===== src/rtl/vector_addsub_sequencer_pkg.sv =====
// vector_addsub_sequencer_pkg
//   Shared definitions for the vector add/sub sequencer: FSM state
//   encoding, lane indices and the default lane width.
//   `LONG_WIDTH normally comes from the project-wide definitions; the
//   fallback below keeps this slice self-contained.
//   Optional feature macro used by this slice: VECTOR_ADDSUB_SATURATE_EN.
`ifndef LONG_WIDTH
`define LONG_WIDTH 32
`endif

package vector_addsub_sequencer_pkg;

  typedef enum logic [1:0] {
    S_IDLE  = 2'd0,
    S_ISSUE = 2'd1,
    S_WAIT  = 2'd2,
    S_DONE  = 2'd3
  } state_e;

  localparam int         NUM_LANES = 3;
  localparam logic [1:0] LANE_X    = 2'd0;
  localparam logic [1:0] LANE_Y    = 2'd1;
  localparam logic [1:0] LANE_Z    = 2'd2;
  localparam int         LANE_W    = `LONG_WIDTH;

endpackage


===== src/rtl/vector_addsub_sequencer_saturate.sv =====
// addsub_lane_saturate
//   Combinational overflow detect and clamp on one adder lane result.
//   With VECTOR_ADDSUB_SATURATE_EN defined, a signed overflow clamps to
//   the most positive / most negative value; otherwise the raw adder
//   result passes straight through (modulo 2^WIDTH wrap).
//   Ports:
//     i_a, i_b : lane operands as presented to the adder
//     i_op     : 0 = add, 1 = subtract
//     i_r      : raw adder result
//     o_r      : lane result to stage
module addsub_lane_saturate #(
  parameter int WIDTH = 32
) (
  input  logic [WIDTH-1:0] i_a,
  input  logic [WIDTH-1:0] i_b,
  input  logic             i_op,
  input  logic [WIDTH-1:0] i_r,
  output logic [WIDTH-1:0] o_r
);

`ifdef VECTOR_ADDSUB_SATURATE_EN
  logic w_sa, w_sb, w_sr, w_ovf;
  assign w_sa  = i_a[WIDTH-1];
  assign w_sb  = i_b[WIDTH-1];
  assign w_sr  = i_r[WIDTH-1];
  // Subtract flips B's effective sign, so the same-sign test inverts.
  assign w_ovf = (i_op ? (w_sa != w_sb) : (w_sa == w_sb)) && (w_sr != w_sa);
  // Overflow direction follows A's sign.
  assign o_r   = !w_ovf ? i_r :
                 w_sa   ? {1'b1, {(WIDTH-1){1'b0}}} :
                          {1'b0, {(WIDTH-1){1'b1}}};
`else
  logic w_unused;
  assign w_unused = ^{i_a, i_b, i_op};
  assign o_r      = i_r;
`endif

endmodule


===== src/rtl/vector_addsub_sequencer.sv =====
// vector_addsub_sequencer
//   Serialises a three-lane (X, Y, Z) vector add/sub onto a scalar
//   fixed-point adder, stages the lane results and presents the vector
//   with a one-cycle done pulse.
//   Optional feature: VECTOR_ADDSUB_SATURATE_EN (per-lane clamp on overflow).
//   Ports:
//     Clock, Reset (async, active low)
//     iInputReady, iOperation, iA, iB : request (sampled in IDLE only)
//     oBusy, oR, oOutputReady         : status / assembled result
//     oAddA, oAddB, oAddOperation, oAddInputReady : to scalar adder
//     iAddR, iAddOutputReady          : from scalar adder
`ifndef LONG_WIDTH
`define LONG_WIDTH 32
`endif

module vector_addsub_sequencer
  import vector_addsub_sequencer_pkg::*;
#(
  parameter int WIDTH = `LONG_WIDTH
) (
  input  logic               Clock,
  input  logic               Reset,
  input  logic               iInputReady,
  input  logic               iOperation,
  input  logic [3*WIDTH-1:0] iA,
  input  logic [3*WIDTH-1:0] iB,
  output logic               oBusy,
  output logic [3*WIDTH-1:0] oR,
  output logic               oOutputReady,
  output logic [WIDTH-1:0]   oAddA,
  output logic [WIDTH-1:0]   oAddB,
  output logic               oAddOperation,
  output logic               oAddInputReady,
  input  logic [WIDTH-1:0]   iAddR,
  input  logic               iAddOutputReady
);

  state_e                             r_state, w_next;
  logic [1:0]                         r_lane;
  logic                               r_op;
  logic [NUM_LANES-1:0][WIDTH-1:0]    r_a, r_b, r_stage, r_res;
  logic [WIDTH-1:0]                   w_lane_a, w_lane_b, w_lane_r;

  // Lane operand select; lane 3 never occurs and drives zero.
  always_comb begin
    w_lane_a = '0;
    w_lane_b = '0;
    case (r_lane)
      LANE_X:  begin w_lane_a = r_a[0]; w_lane_b = r_b[0]; end
      LANE_Y:  begin w_lane_a = r_a[1]; w_lane_b = r_b[1]; end
      LANE_Z:  begin w_lane_a = r_a[2]; w_lane_b = r_b[2]; end
      default: ;
    endcase
  end

  addsub_lane_saturate #(.WIDTH(WIDTH)) u_sat (
    .i_a  (w_lane_a),
    .i_b  (w_lane_b),
    .i_op (r_op),
    .i_r  (iAddR),
    .o_r  (w_lane_r)
  );

  always_comb begin
    w_next = r_state;
    case (r_state)
      S_IDLE:  if (iInputReady) w_next = S_ISSUE;
      S_ISSUE: w_next = S_WAIT;
      S_WAIT:
        if (iAddOutputReady) begin
          case (r_lane)
            LANE_X, LANE_Y: w_next = S_ISSUE;
            LANE_Z:         w_next = S_DONE;
            default:        w_next = S_IDLE;
          endcase
        end
      S_DONE:  w_next = S_IDLE;
      default: w_next = S_IDLE;
    endcase
  end

  always_ff @(posedge Clock or negedge Reset) begin
    if (!Reset) begin
      r_state <= S_IDLE;
      r_lane  <= LANE_X;
      r_op    <= 1'b0;
      r_a     <= '0;
      r_b     <= '0;
      r_stage <= '0;
      r_res   <= '0;
    end else begin
      r_state <= w_next;
      case (r_state)
        S_IDLE:
          if (iInputReady) begin
            r_a    <= iA;
            r_b    <= iB;
            r_op   <= iOperation;
            r_lane <= LANE_X;
          end
        S_WAIT:
          if (iAddOutputReady) begin
            case (r_lane)
              LANE_X:  r_stage[0] <= w_lane_r;
              LANE_Y:  r_stage[1] <= w_lane_r;
              LANE_Z:  r_stage[2] <= w_lane_r;
              default: ;
            endcase
            if (r_lane < LANE_Z) r_lane <= r_lane + 2'd1;
          end
        S_DONE:  r_res <= r_stage;
        default: ;
      endcase
    end
  end

  assign oBusy          = (r_state != S_IDLE);
  assign oOutputReady   = (r_state == S_DONE);
  assign oR             = r_res;
  assign oAddA          = w_lane_a;
  assign oAddB          = w_lane_b;
  assign oAddOperation  = r_op;
  assign oAddInputReady = (r_state == S_ISSUE);

endmodule


===== config.mk =====
export PLATFORM = sky130hd
export DESIGN_NAME = vector_addsub_sequencer
export DESIGN_NICKNAME = d
export VERILOG_FILES = /design/src/rtl/vector_addsub_sequencer_pkg.sv /design/src/rtl/vector_addsub_sequencer_saturate.sv /design/src/rtl/vector_addsub_sequencer.sv
export SDC_FILE = /design/constraint.sdc
export NUM_CORES = 1
export LEC_CHECK = 0
export CAP_MARGIN = 30
export CORE_ASPECT_RATIO = 0.7
export CORE_UTILIZATION = 50
export DETAILED_ROUTE_END_ITERATION = 8
export DONT_BUFFER_PORTS = 1
export SYNTH_ARGS = -nofsm -noshare
export SYNTH_HDL_FRONTEND = slang
export SYNTH_SLANG_ARGS = --single-unit

===== constraint.sdc =====
create_clock -name Clock -period 2.2 [get_ports Clock]
set_clock_uncertainty 0.2 [all_clocks]
set_input_delay 0.22 -clock Clock [delete_from_list [all_inputs] [get_ports Clock]]
set_output_delay 0.22 -clock Clock [all_outputs]
set_load 0.005 [all_outputs]

Word-level counts from Yosys, hierarchy flattened:

Cells that the tools add are included.

* $lt $le $gt $ge: 1
* eq/ne operators: 8
* reduce and logical (&&, ||, !) cells: 11
* mux-type cells: 10
* add/sub/neg operators: 1

Operators by type and width (count)
* $pmux 32 s3: 2
* $mux 2: 5
* $reduce_and 3->1: 3
* $pmux 2 s2: 2
* $pmux 2 s4: 1
* $eq 2x2->1 const B: 3
* $ne 2x2->1 const B: 3
* $eq 2x1->1 const B: 2
* $logic_not 2->1: 2
* $reduce_and 2->1: 2
* $reduce_and 4->1: 1
* $reduce_bool 2->1: 2
* $add 2x1->2 const B: 1
* $lt 2x2->1 const B: 1
* $reduce_or 2->1: 1

* register bits after elaboration: 389
* word-level logic and storage cells: 46
* output and inout port bits: 164

Logic depth before layout (Yosys ltp):

Gate-level depths: netlist of run 1.

* depth in word-level cells: 5
* depth in mapped cells: 6
* mapped depth without buffers: 4

Hierarchy:

Synthesis of run 1 repeated with hierarchy kept, for this count alone.

* cells, all modules: 1037
* area, all modules: 16201.8 sq um

Modules (own cells, without submodules)
* vector_addsub_sequencer: cells each 1005, times used 1, area each 15961.6 sq um
* addsub_lane_saturate: cells each 32, times used 1, area each 240.2 sq um

Worst setup path before layout of run 1:

No wires, ideal clock.

* path kind: flip-flop to output port
* start point: register r_lane[1]
* end point: output port oAddB[21]
* slack: 252 ps
* cell stages (with the launch flop): 7
* buffers on the path: 2
* required time: 1780 ps
* arrival: 1528 ps
* cell sequence: dfrtp_1 > inv_1 > ha_1 > clkbuf_1 > clkbuf_1 > a222oi_1 > nor2_1

* longest elaborated chain between the ends: 2

RTL lines
* start, declared: line vector_addsub_sequencer.sv:39 `logic [1:0] r_lane;`
* start signal, assigned: line vector_addsub_sequencer.sv:109 `if (r_lane < LANE_Z) r_lane <= r_lane + 2'd1;`
* $eq 2x2->1, or another cell as far along: line vector_addsub_sequencer.sv:48 `case (r_lane)`
* $pmux 32 s3 (*): line vector_addsub_sequencer.sv:48
* end, declared: line vector_addsub_sequencer.sv:31 `output logic [WIDTH-1:0] oAddB,`

Every way passes the cells marked *; elsewhere a longest branch is shown, timed or not.

Worst setup path in the final report of run 1:

* start point: register r_lane[0]
* end point: output port oAddB[22]

The elaborated chain is that of the path after synthesis.

==> metrics.txt, run 1 <==
sequential fraction of the synthesis area 60.9%; GRT overflow 0; # rows 54; CTS Hold Bufs 227; Synth Register Bits 389; MaxCap Viol Count 0; post-synth top area share between 60% and 70%; syn_area_per_cell 15.9 um2; Async SR Flop Fraction 100%; CP cell instances inv_2 -> buf_6 -> ha_4 -> buf_12 -> buf_12 -> buf_16 -> a222oi_1 -> nor2_1; DR pass1 iterations 8; Total GRT Usage about a quarter; Worst Setup End Kind output pin; startpoint types flop; core area 31300 um2; Worst R2R Setup Slack 0.11 ns; gpl congestion 0.799; vias in the first global route 10.3k; fin. max-slew vios 0; first-pass GRT wire length 61.7 mm; Total Routed Length 41.1 mm; final setup fails 64; die area 32700 um2; max incr delay on CP 0.40 ns; Post-synth top cells 389 x dfrtp_1, 286 x mux2_2, 90 x mux2_4; Final min period 2.52 ns; Layout area overhead 28.9%; EDFF count, synth 0; Reg clk slew, reported paths approximately 0.060 ns; Synthesis Warnings 0; Worst-Skew Late Latency roughly 0.52 ns; IO Port Bufs 0; Synth area leaders dfrtp_1 61%, mux2_2 20%, mux2_4 8.5%, a222oi_1 4.0%, nor2_1 1.6%; critical setup path kind flop to output pin; Hold Crit Class input port to async pin; initial antenna violation count 3; largest net degree at the start of global routing slightly below 400; Top FF cell, synth dfrtp_1; Arrival @ worst endpoint 2.10 ns; final worst setup slack -0.321 ns; power per cell area between 1000 and 1500 nW/um2; R2R depth 7; FMAX 0.397 GHz; RR Endpoint r_stage[59]$_DFFE_PN0P_; Post-Syn Instances 1005; Initial Util between 50% and 60%; setup TNS -13.59 ns; DRT antenna net count 0; layout cells sized above 1 39.0%; minimum hold slack -0.804 ns; Leak around 9.4 nW; WL/cell 24.1 um; Yosys top cell by area dfrtp_1; Slew HR 14.1%; Syn Std Cell Area 16000 um2; Root Buffer clkbuf_16; r2r startpoint r_lane[0]$_DFFE_PN0P_; htree depth 2; RSZ-0062 raised after global routing yes; Mapped Nets 1239; violated checks hold timing, setup timing; most frequent cell after synthesis dfrtp_1; Nets 1499; Detailed Route Iter0 Violations about 840; peak supply drop 0.759 mV; Least-Margin Pin Slew roughly 1.3 ns; clk sinks 389; die height 152 um; IO Count 393; Netlist cell types 28; DRC 0; vias after detailed routing between 9k and 10k; most frequent CP cell buf_12; Critical-path top delay cell dfrtp_1; Vias/cell 5.63; clock tree from TritonCTS built; DP Wirelength 23.8 mm; maximum fanout along the worst path 9; Chip Width 216 um; outcome complete, but fails checks; clock buffer count from CTS 39; final hold violation count 389; clk buf depth 3; required time worst endpoint 1.78 ns; period utilization 115%
-- how the worst max path moves through the flow --
stage / from / endpoint / slack, ns / cells after the start
global route: r_lane[0]$_DFFE_PN0P_ / oAddA[6] / -0.39 / 7
detailed placement: r_lane[0]$_DFFE_PN0P_ / oAddB[21] / 0.10 / 5
floorplan: r_lane[1]$_DFFE_PN0P_ / oAddB[21] / 0.25 / 6
global placement: r_lane[1]$_DFFE_PN0P_ / oAddB[21] / 0.05 / 5
finish: r_lane[0]$_DFFE_PN0P_ / oAddB[22] / -0.32 / 8
CTS: r_lane[0]$_DFFE_PN0P_ / oAddB[21] / -0.31 / 5
-- layout make-up --
| class | count | area [um2] |
|---|---|---|
| fill | 2227 | 10700 |
| inverter | 5 | 21.3 |
| sequential | 389 | 9740 |
| multi-input combinational | 541 | 5850 |
| clock inverter | 4 | 76.3 |
| clock buffer | 58 | 1100 |
| tap | 420 | 526 |
| antenna | 2 | 5.00 |
| timing repair buffer | 289 | 3290 |
-- what timing repair did --
item	4_1_cts	5_1_grt
setup endpoints to repair	65	64
setup buffers	22	1
cloned	10	2
gates resized for setup	33	4
pin swaps	87	40
endpoints found under the hold margin	682	389
-- cell usage in the layout (no fill, tap or decap), types with 4 or more instances in the layout --
cell type        n
dfrtp_1        388
mux2_2         286
dlygate4sd3_1  227
mux2_4          90
nor2_1          67
a222oi_1        64
clkbuf_16       41
buf_12          22
buf_4           18
clkbuf_1        14
mux2_1           9
buf_16           9
buf_8            6
clkbuf_8         5
buf_6            5
ha_4             4
-- stage by stage --
step                      setup slack (ns)  utilization (%)  total power, mW  cells  cell area, um2
after floorplan                      0.252                -             18.5   1005           16000
after global placement              0.0544             52.8             20.5   1384           16500
after detailed placement             0.103             52.8             20.8   1384           16500
after CTS                           -0.309             65.7             28.8   1705           20600
after global routing                -0.395             65.9             30.2   1708           20600
final                               -0.321             65.9             28.8   1708           20600
-- registers in the layout, indices dropped and copies added (netlist names) --
name	cells
oR	96
r_a	96
r_b	96
r_stage	96
r_lane	2
r_state	2
oAddOperation	1
-- per-layer routing --
metal	track usage [%]	share of wire (%)
met1	33.5	44
met2	39.4	47
met3	6.93	7.4
met4	6.10	1.7
met5	0	0.041
-- report_power, final --
group	leakage (nW)	internal, mW	switching, mW	total [mW]
combinational	4.08	5.78	3.93	9.71
clock	0.566	3.66	2.67	6.33
sequential	4.76	10.5	2.23	12.7
total	9.41	19.9	8.83	28.8
-- worst max-delay path, delay by kind of cell (launching register included) --
| kind | cells | cell delay (ns) |
|---|---|---|
| AO/OA/AOI/OAI | 1 | 0.27 |
| adder cells (fa/ha/maj) | 1 | 0.18 |
| buffers and inverters | 5 | 0.62 |
| flip-flops | 1 | 0.40 |
| AND/OR/NAND/NOR | 1 | 0.11 |
-- cell families after synthesis --
kind of cell / count (synthesis) / synth area share, %
flip-flops: 389 / 60.9
multiplexers: 385 / 29.2
AND/OR/NAND/NOR: 80 / 2.23
buffers and inverters: 75 / 2.96
AO/OA/AOI/OAI: 71 / 4.27
adder cells (fa/ha/maj): 5 / 0.391
Power figures use the tool's default switching activity.
==> run 2: changes to the inputs <==
--- a/config.mk
+++ b/config.mk
@@ -10,6 +10,8 @@
 export CORE_UTILIZATION = 50
 export DETAILED_ROUTE_END_ITERATION = 8
 export DONT_BUFFER_PORTS = 1
+export PLACE_DENSITY = 0.76
+export SLEW_MARGIN = 0
 export SYNTH_ARGS = -nofsm -noshare
 export SYNTH_HDL_FRONTEND = slang
 export SYNTH_SLANG_ARGS = --single-unit
==> metrics.txt, run 2 (same netlist as run 1, synthesis figures left out) <==
Root Buffer clkbuf_16; htree depth 2; required time worst endpoint 1.78 ns; design area 20300 um2; Hold Crit Class input port to async pin; outcome complete, but fails checks; # rows 54; Detailed Route Iter0 Violations 1109; FMAX 0.411 GHz; clk buf depth 3; Reg clk slew, reported paths 0.07 ns; final hold violation count 389; setup TNS -8.67 ns; GRT overflow 0; CTS Hold Bufs 227; maximum fanout along the worst path 16; Worst-Skew Late Latency 0.52 ns; metal2 WL 20.3 mm; number of fillers in the final layout 2062; gpl congestion 0.814; core area 31300 um2; vias after detailed routing approximately 9.8k; most frequent cells in the layout 388 x dfrtp_1, 286 x mux2_2, 227 x dlygate4sd3_1, 90 x mux2_4, 66 x nor2_1; largest net degree at the start of global routing 390; Nets 1475; RSZ-0062 raised after global routing yes; final worst setup slack -0.231 ns; period utilization 110%; Total Routed Length 42.1 mm; Chip Width roughly 220 um; DR pass1 iterations 9; first-pass GRT wire length 62.9 mm; Arrival @ worst endpoint 2.01 ns; die height roughly 150 um; Layout area overhead 27.3%; IO Port Bufs 0; IO Count approximately 390; WL/cell 24.9 um; DRT antenna net count 0; Vias/cell 5.82; vias in the first global route 10.6k; M1 WL 16.7 mm; layout cells sized above 1 38.8%; Worst Setup End Kind output pin; DRC 21; Top Metal Used met4; Place WS 0.231 ns; peak supply drop 1.00 mV; Tot Pwr 29.0 mW; DP Wirelength 23.7 mm; Total GRT Usage 25.1%; Initial Util 51.1%; most common cell after layout, fill and taps aside dfrtp_1; Least-Margin Pin Slew about 0.99 ns; critical setup path kind flop to output pin; minimum hold slack -0.806 ns; fin. max-slew vios 0; final cell count without fillers between 1.5k and 2k; WL met3 3.58 mm; power per cell area about 1400 nW/um2; Placed Area 16500 um2; final setup fails 64; clk sinks 389; violated checks DRC, hold timing, setup timing; startpoint types flop; Slew HR between 30% and 40%; placed insts 1382; die area around 33000 um2; initial antenna violation count 1; Final min period 2.43 ns; MaxCap Viol Count 0; Leak about 9.3 nW; clock buffer count from CTS 38; clock tree from TritonCTS built
-- run 2: changes by cell type in the layout (fill, tap and decap cells not counted), moves of 2 or more --
| cell | before | now |
|---|---|---|
| buf_12 | 22 | 18 |
| buf_16 | 9 | 3 |
| buf_4 | 18 | 14 |
| buf_6 | 5 | 1 |
| buf_8 | 6 | 0 |
| bufinv_16 | 2 | 5 |
| clkbuf_1 | 14 | 6 |
| clkinv_2 | 0 | 7 |
| clkinvlp_4 | 1 | 3 |
-- run 2: worst paths after layout --
| kind | from | end | slack (ns) | cells after the start |
|---|---|---|---|---|
| max reg2reg | r_lane[1]$_DFFE_PN0P_ | r_stage[39]$_DFFE_PN0P_ | 0.23 | 6 |
| min | Reset | oR[18]$_DFFE_PN0P_ | -0.81 | 0 |
| min reg2reg | r_state[0]$_DFFE_PN0P_ | r_state[0]$_DFFE_PN0P_ | 0.28 | 1 |
| max in group asynchronous | Reset | r_a[56]$_DFFE_PN0P_ | 1.78 | 0 |
| min in group Clock | iB[84] | r_b[84]$_DFFE_PN0P_ | 0.18 | 2 |
| max | r_lane[0]$_DFFE_PN0P_ | oAddA[8] | -0.23 | 5 |
-- run 2: layer usage --
metal | up-vias | GRT usage [%]
li1 | 4164 | -
met1 | 5062 | 31.4
met2 | 490 | 40.5
met3 | 119 | 7.74
met4 | 0 | 11.1
met5 | - | 0
-- run 2: layout make-up --
type                       instances  area, um2  share of cell area, %
antenna                            1       2.50                 0.0123
tap                              420        526                   2.58
timing repair buffer             266       2910                   14.3
sequential                       389       9740                   47.9
inverter                           5       18.8                 0.0923
clock buffer                      51       1080                   5.31
multi-input combinational        541       5840                   28.7
clock inverter                    17        225                   1.11
-- run 2: timing repair --
action / in CTS / in global routing
pin swaps: 53 / 39
hold endpoints to repair: 682 / 389
resized for setup: 10 / 2
setup endpoints to repair: 65 / 65
gates cloned: 4 / 2
buffers inserted: 3 / 3
-- run 2: critical path, stage by stage, from the launching register on --
cell,delay [ns]
dfrtp_1,0.40
buf_6,0.13
ha_4,0.22
buf_12,0.18
a222oi_1,0.40
nor2_1,0.15
-- run 2: power by group --
group / internal (mW) / total, mW / switching, mW
registers: 10.5 / 12.9 / 2.41
clock network: 4.06 / 6.84 / 2.78
logic: 5.28 / 9.24 / 3.96
total: 19.8 / 29.0 / 9.15
-- run 2: stage by stage --
| step | hold slack [ns] | utilization (%) |
|---|---|---|
| floorplan | -0.276 | - |
| global placement | -0.270 | 52.8 |
| detailed placement | -0.270 | 52.8 |
| CTS | -0.836 | 64.7 |
| global route | -0.832 | 65.0 |
| finish | -0.806 | 65.0 |
==> run 3: changes to the inputs <==
--- a/config.mk
+++ b/config.mk
@@ -14,4 +14,5 @@
 export SLEW_MARGIN = 0
 export SYNTH_ARGS = -nofsm -noshare
 export SYNTH_HDL_FRONTEND = slang
+export SYNTH_HIERARCHICAL = 1
 export SYNTH_SLANG_ARGS = --single-unit
==> metrics.txt, run 3 <==
layout cells sized above 1 between 30 and 40%; initial antenna violation count 2; Final min period 2.47 ns; outcome complete, but fails checks; Leak 9.31 nW; final setup fails 64; Layout area overhead 25.7%; FF+latch area 9740 um2; most frequent cells in the layout 387 x dfrtp_1, 286 x mux2_2, 227 x dlygate4sd3_1, 90 x mux2_4, 67 x nor2_1; DP Wirelength 23.8 mm; WL/cell around 25 um; Worst R2R Setup Slack ~0.18 ns; first-pass GRT wire length 64.8 mm; Top FF cell, synth dfrtp_1; IO Count between 300 and 400; clock buffer count from CTS 38; Total GRT Usage 25.1%; period utilization 112%; final worst setup slack -0.266 ns; vias in the first global route 11.0k; largest net degree at the start of global routing 390; fin. max-slew vios 0; die area 33100 um2; MaxCap Viol Count 0; Yosys top cell by area dfrtp_1; EDFF count, synth 0; Synth Register Bits approximately 390; DRC 0; Least-Margin Pin Slew about 0.65 ns; DRT antenna net count 0; DR pass1 iterations 6; Synth area leaders dfrtp_1 60%, mux2_2 20%, mux2_4 8.3%, a222oi_1 4.0%, buf_4 2.4%; # rows 54; critical setup path kind flop to output pin; Syn Std Cell Area around 16000 um2; Critical-path top delay cell a222oi_1; clock tree from TritonCTS built; clk sinks 389; final cell count without fillers ~1.7k; Nets roughly 1.5k; Chip Width 217 um; IO Port Bufs 0; Synthesis Warnings 6; power share of the sequential group 45.1%; sequential fraction of the synthesis area 60.1%; placed insts 1383; power per cell area 1410 nW/um2; Post-synth top cells 389 x dfrtp_1, 286 x mux2_2, 90 x mux2_4; gpl congestion 0.801; footprint of the multi-input gates just under 6000 um2; final hold violation count 389; Tot Pwr 28.7 mW; Worst-Skew Late Latency 0.52 ns; htree depth 2; Slew HR 56.5%; vias after detailed routing 9972; Async SR Flop Fraction 100%; Reg clk slew, reported paths 0.07 ns; Place WS between 0.15 and 0.2 ns; Sw Ratio 31.4%; CP cell instances inv_4 -> ha_4 -> buf_12 -> a222oi_1 -> nor2_1; GRT overflow 0; RSZ-0062 raised after global routing yes; Cell Int Power 19.7 mW; Detailed Route Iter0 Violations 1111; most frequent cell after synthesis dfrtp_1; Vias/cell 5.88; post-synth top area share 60.1%; startpoint types flop; minimum hold slack -0.800 ns; Total Routed Length around 42 mm; number of fillers in the final layout 2089; maximum fanout along the worst path 6; Arrival @ worst endpoint just over 2 ns; Comb pwr share 31.2%; violated checks hold timing, setup timing; sw power 9.02 mW; FMAX 0.406 GHz; Worst Setup End Kind output pin; peak supply drop 0.881 mV; Root Buffer clkbuf_16; required time worst endpoint 1.78 ns; Crit path max-delay family compound AO/OA/AOI/OAI gates; Post-Syn Instances 1037; Hold Crit Class input port to async pin; core area 31500 um2; Netlist cell types 28; CTS Hold Bufs 227; clk buf depth 3; Mapped Nets 1271; clock share of power 23.8%; Initial Util 51.5%; crit path buf inv count 2; die height 153 um; most common cell after layout, fill and taps aside dfrtp_1; syn_area_per_cell approximately 16 um2; max incr delay on CP 0.51 ns
[run 3: cell count changes in the layout (fill, tap and decap cells not counted), sizes merged]
cell	change
diode	+3
clkbuf	+2
inv	-1
buf	+7
clkinv	-4
[run 3: final cells by class]
class,count,area share (%)
sequential,389,47.8
multi-input combinational,541,28.7
timing repair buffer,271,14.4
clock buffer,55,5.43
tap,420,2.58
clock inverter,12,0.965
inverter,5,0.117
antenna,4,0.0491
[run 3: kinds of logic after synthesis]
group                    count (synthesis)  share of synthesized area, %
flip-flops                             389                          60.1
multiplexers                           385                          28.8
buffers and inverters                  107                          4.24
AND/OR/NAND/NOR                         80                          2.23
AO/OA/AOI/OAI                           71                          4.22
adder cells (fa/ha/maj)                  5                         0.386
[run 3: layer usage]
metal | routed length [um] | share of wire [%] | global-route usage [%]
met3 | 3460 | 8.2 | 7.07
met4 | 1220 | 2.9 | 9.15
met1 | 16700 | 40 | 31.3
met2 | 20800 | 49 | 41.8
met5 | 0 | 0 | 0
[run 3: metrics by stage]
step / instance area, um2 / hold slack, ns / TNS, ns / utilization, %
6_report: 20400 / -0.800 / -11.85 / 64.7
5_1_grt: 20400 / -0.850 / -16.25 / 64.7
4_1_cts: 20300 / -0.840 / -10.76 / 64.5
3_5_place_dp: 16500 / -0.266 / 0 / 52.4
3_3_place_gp: 16500 / -0.267 / 0 / 52.4
2_1_floorplan: 16200 / -0.276 / 0 / -
[run 3: timing repair]
item | in CTS | in global routing
gates cloned | 4 | 0
hold endpoints to repair | 682 | 389
gates resized for setup | 11 | 8
endpoints found under the setup margin | 64 | 64
pin swaps | 8 | 37
setup buffers | 7 | 5
[run 3: worst paths after layout]
check / from / endpoint / cells after the start
hold reg to reg: r_b[31]$_DFFE_PN0P_ / r_b[31]$_DFFE_PN0P_ / 1
min in group Clock: iAddOutputReady / r_stage[52]$_DFFE_PN0P_ / 3
max in group asynchronous: Reset / r_a[11]$_DFFE_PN0P_ / 0
setup reg to reg: r_state[0]$_DFFE_PN0P_ / r_b[52]$_DFFE_PN0P_ / 5
hold / removal: Reset / oR[30]$_DFFE_PN0P_ / 0
setup / recovery: r_lane[0]$_DFFE_PN0P_ / oAddA[11] / 5
[run 3: power by group through the flow]
stage	Combinational (mW)	Sequential [mW]	Clock, mW
after global routing	9.49	13.2	7.27
after detailed placement	7.97	12.8	0
after global placement	7.69	12.6	0
after floorplan	6.66	11.9	0
final	8.96	13.0	6.83
after CTS	8.65	12.7	6.95
